===== config.mk =====
export PLATFORM = sky130hd
export DESIGN_NAME = phase_center_subtract
export DESIGN_NICKNAME = d
export VERILOG_FILES = /design/src/rtl/phase_center_subtract.sv
export SDC_FILE = /design/constraint.sdc
export NUM_CORES = 2
export LEC_CHECK = 0
export CAP_MARGIN = 20
export CORE_UTILIZATION = 50
export CTS_BUF_LIST = sky130_fd_sc_hd__clkbuf_8
export CTS_CLUSTER_SIZE = 28
export DETAILED_ROUTE_END_ITERATION = 8
export PLACE_DENSITY = 0.62
export RECOVER_POWER = 25
export SYNTH_ARGS = -nofsm -noshare
export SYNTH_HDL_FRONTEND = slang
export SYNTH_SLANG_ARGS = --single-unit
export TNS_END_PERCENT = 5

===== constraint.sdc =====
create_clock -name user_clk -period 15.9 [get_ports user_clk]
set_clock_uncertainty 0.05 [all_clocks]
set_input_delay 3.975 -clock user_clk [delete_from_list [all_inputs] [get_ports user_clk]]
set_output_delay 3.975 -clock user_clk [all_outputs]
set_load 0.05 [all_outputs]

===== src/rtl/phase_center_subtract.sv =====
// phase_center_subtract: subtracts a per-channel center, loaded through a register word, from a phase stream.
// Define PHASE_CENTER_SAT_EN to saturate the result instead of wrapping it modulo 2^DATA_W.
module phase_center_subtract #(
  parameter int CH_BITS = 8,
  parameter int DATA_W  = 16
) (
  input  logic               user_clk,
  input  logic               user_rst_n,
  input  logic [31:0]        reg_data,
  input  logic [DATA_W-1:0]  phase_in,
  input  logic [CH_BITS-1:0] phase_ch,
  input  logic               phase_valid,
  output logic [DATA_W-1:0]  phase_out,
  output logic [CH_BITS-1:0] phase_out_ch,
  output logic               phase_out_valid,
  output logic               table_ready,
  output logic [15:0]        load_count
);
  typedef enum logic [1:0] {CLEAR, IDLE, WRITE} state_t;
  state_t r_state, w_next;
  logic [DATA_W-1:0]  r_mem [2**CH_BITS];
  logic [CH_BITS-1:0] r_clr_addr, r_pend_addr, r_ch1, w_waddr;
  logic [DATA_W-1:0]  r_pend_data, r_ph1, r_cen1, w_wdata, w_cen, w_res;
  logic [DATA_W:0]    w_diff;
  logic               r_flag_d, r_pend, r_v1, r_rdy1, w_req, w_we, w_unused;
  assign w_unused    = ^reg_data[30:0];
  assign w_req       = reg_data[31] & ~r_flag_d;
  assign table_ready = r_state != CLEAR;
  always_ff @(posedge user_clk or negedge user_rst_n)
    if (!user_rst_n) r_state <= CLEAR;
    else             r_state <= w_next;
  always_comb begin
    w_next  = r_state;
    w_we    = 1'b0;
    w_waddr = r_clr_addr;
    w_wdata = '0;
    case (r_state)
      CLEAR: begin
        w_we = 1'b1;
        if (&r_clr_addr) w_next = IDLE;
      end
      IDLE: if (r_pend) w_next = WRITE;
      WRITE: begin
        w_we    = 1'b1;
        w_waddr = r_pend_addr;
        w_wdata = r_pend_data;
        w_next  = IDLE;
      end
      default: w_next = CLEAR;
    endcase
  end
  // A request landing in the WRITE cycle survives the clear of the one being written.
  always_ff @(posedge user_clk or negedge user_rst_n)
    if (!user_rst_n) begin
      r_clr_addr  <= '0;
      r_flag_d    <= 1'b1;
      r_pend      <= 1'b0;
      r_pend_addr <= '0;
      r_pend_data <= '0;
      load_count  <= '0;
    end else begin
      r_flag_d <= reg_data[31];
      if (r_state == CLEAR) r_clr_addr <= r_clr_addr + 1'b1;
      if (r_state == WRITE) load_count <= load_count + 16'd1;
      if (w_req) begin
        r_pend      <= 1'b1;
        r_pend_addr <= reg_data[16 +: CH_BITS];
        r_pend_data <= reg_data[DATA_W-1:0];
      end else if (r_state == WRITE) r_pend <= 1'b0;
    end
  always_ff @(posedge user_clk) begin
    if (w_we) r_mem[w_waddr] <= w_wdata;
    r_cen1 <= r_mem[phase_ch];
  end
  assign w_cen  = r_rdy1 ? r_cen1 : '0;
  assign w_diff = {r_ph1[DATA_W-1], r_ph1} - {w_cen[DATA_W-1], w_cen};
`ifdef PHASE_CENTER_SAT_EN
  assign w_res = (w_diff[DATA_W] == w_diff[DATA_W-1]) ? w_diff[DATA_W-1:0]
               : {w_diff[DATA_W], {(DATA_W-1){~w_diff[DATA_W]}}};
`else
  assign w_res = w_diff[DATA_W-1:0];
`endif
  always_ff @(posedge user_clk or negedge user_rst_n)
    if (!user_rst_n) begin
      r_v1            <= 1'b0;
      r_rdy1          <= 1'b0;
      r_ph1           <= '0;
      r_ch1           <= '0;
      phase_out_valid <= 1'b0;
      phase_out       <= '0;
      phase_out_ch    <= '0;
    end else begin
      r_v1            <= phase_valid;
      r_rdy1          <= table_ready;
      phase_out_valid <= r_v1;
      if (phase_valid) begin
        r_ph1 <= phase_in;
        r_ch1 <= phase_ch;
      end
      if (r_v1) begin
        phase_out    <= w_res;
        phase_out_ch <= r_ch1;
      end
    end
endmodule

==> results.toml <==
[clocking]
ctsResizeCount = 0
htree_num_levels = 6
hold_buffers = 0
cts_setup_buffers = 0
cts_tree = "yes"
root_buffer = "clkbuf_8"
clkLatencyLatePin_ns = 1.23
clockBufferDepth = 4
clk_pin_slew_ns = 0.06
cts.sinks = 4215
numCtsBuffers = 669

[global_route]
grt_usage = 0.2467
overflow = 0
grt_start_max_net_pins = 185
grt_pass1_vias = 80023
antenna_found_initial = 20
grt_pass1_wl_um = 573000

[timing]
hold_viol_final = 0
final.min_clock_period_ns = 10.42
hold_ws_ns = 0.4281
final_max_slew_viol_count = 2072
relSlewSlack = -2.575
max_freq_ghz = 0.09598
fin_crit_sh = 0.6553
worst_pin_slew_ns = 5.363
rsz0062_at_grt = "false"
setup_viol = 0
fin_setup_tns_ns = 0

[floorplan]
die_x_um = 571.2
placementRows = 208
num_io_pins = 101
die_area_um2 = 326200
start_util = 0.5035
die_y_um = 571.2
core_um2 = 321700

[power_and_ir_drop]
power_density_nw_per_um2 = 115.8
ir_drop_mv = 0.08508
seq_power_share = 0.571
switching_share = 0.2177
pwr-share-clk = 0.401
internal_power_mw = 16.54
p_total_mw = 21.14
combPwrFrac = 0.028
p_sw_mw = 4.601
leakage_nw = 49.00

[finish]
n_fill_cell = 23857
multi_input_area_um2 = 34500
layoutNonFillerInstCount = 12959
drive_above_1_share = 0.2808
fin_util = 0.5672
area.sequential_um2 = 125900
syn_to_final_growth_pct = 12.65
final_net_count = 8213

[flow_run]
maxCapViolCount = 32

[setup_path]
end_kind = "flop"
start_kind = "flop"
r2r_cells = 5
cp_top_family = "buffers and inverters"
critPathMaxStageDelay_ns = 3.69
reg2reg_slack_ns = 5.48
worst_path_most_repeated_cell = "clkbuf_1"
r2r-end = "r_mem[243][0]"
critPathMaxFanout = 86
path_cells = "nor2b_2 > clkbuf_1 > and2_0 > clkbuf_1 > clkbuf_1"
r2r_start = "r_state[0]"
slowest_stage = "and2_0"
arrival_ns = 10.72
critPathRequiredTime_ns = 16.20
timing.critical_path.buf_inv = 3
worstSetupPathType = "flop to flop"

[route]
top_layer = "met4"
via_count = 78481
wl_met2_um = 197300
first_pass_iters = 5
drt-met1-wl_um = 162800
viasPerCell = 6.056
drc = 0
wl_per_cell_um = 31.19
totalWireLength_um = 404200
drtAntennaViolNets = 0
met3_wirelength_um = 30760
drt_first_iter_violations = 8717

[placed_design]
numPortBuffers = 93
place.gp.congestion = 0.8218
placed_cells = 11748
dp_hpwl_um = 224700

[run_status]
violations = "max-capacitance violations, max-slew violations"
status = "finished with violations"

[synth]
yosysUniqueCellTypes = 50
syn_area_per_cell_um2 = 22.02
netlist.area_leader.share = 0.7594
synth_cells = 7356
synthTopCellsByCount = "edfxtp_1, mux4_2, mux2i_1, nor2_1, o22ai_1"
synth.area.top_cells = "edfxtp_1, mux4_2, mux2i_1"
async_flop_share = 0.02444
synth_fp_nets = 7434
synth_largest_area_cell = "edfxtp_1"
ys.flop_type = "edfxtp_1"
syn-cell-area_um2 = 162000
synth_edf_count = 4096
yosysMostFrequentCell = "edfxtp_1"
ys_seq_area_frac = 0.7773
ys_warn_count = 0
synth_seq_cells = 4215

[min_path]
hold_class = "flop to flop"
whs_endpoint = "load_count[15]"
hold_depth = 1
hp-start = "load_count[15]"
## stage by stage
step | instance area (um2) | setup WS (ns)
6_report | 182500 | 5.481
3_3_place_gp | 170000 | 6.540
5_1_grt | 182500 | 4.822
2_1_floorplan | 162000 | 9.454
3_5_place_dp | 170100 | 6.523
4_1_cts | 182300 | 7.812
## per-layer routing
metal	vias up	global-route usage
met1	41945	0.3392
met4	0	0.08390
met2	3211	0.3993
met3	640	0.04652
li1	32685	-
met5	-	0
## registers in the layout, summed over array words and instances, names as in the netlist, 16 cells and up
signal       flops
phase_out       16
load_count      16
r_mem         4096
r_ph1           16
r_pend_data     16
r_cen1          16
## placed cells by master (no fill, tap or decap), drive strengths merged, types with 102 or more instances in the layout
cell,count
a2111oi,128
nand2,102
mux2i,528
dfrtp,102
o22ai,256
edfxtp,4096
clkinv,217
buf,419
clkbuf,716
nor2,290
inv,255
mux4,896
mux2,210
## cell type report
type	count	area share
inverters	6	0.0001234
repair buffers	528	0.02462
diodes	5	0.00006857
flip-flops and latches	4215	0.6900
well taps	4305	0.02952
clock inverters	489	0.01411
multi-input cells	2715	0.1891
clock buffers	696	0.05250
## power groups by stage
stage / Clock, mW / Combinational [mW] / Sequential [mW]
6_report: 8.48 / 0.598 / 12.1
5_1_grt: 9.11 / 0.632 / 12.1
4_1_cts: 8.64 / 0.605 / 12.1
3_5_place_dp: 0 / 0.604 / 12.3
3_3_place_gp: 0 / 0.601 / 12.3
2_1_floorplan: 0 / 0.368 / 12.3
## worst max-delay path by stage
stage               slack, ns       endpoint         from  depth (start not counted)
floorplan                9.45      r_cen1[0]  phase_ch[0]                         11
global placement         6.54      r_cen1[1]  phase_ch[0]                          9
detailed placement       6.52      r_cen1[1]  phase_ch[0]                          9
CTS                      7.81      r_cen1[1]  phase_ch[0]                          9
global route             4.82  r_mem[243][0]   r_state[0]                          5
finish                   5.48  r_mem[243][0]   r_state[0]                          5
## cells by family after synthesis
logic type               count (synthesis)  synth area share
AND/OR/NAND/NOR                        556           0.01530
AO/OA/AOI/OAI                          473           0.02080
adder cells (fa/ha/maj)                 19          0.001514
buffers and inverters                  426           0.01152
XOR/XNOR                                33          0.001784
flip-flops                            4215            0.7773
multiplexers                          1634            0.1718
Note: power is estimated with default switching activity, not from simulation.
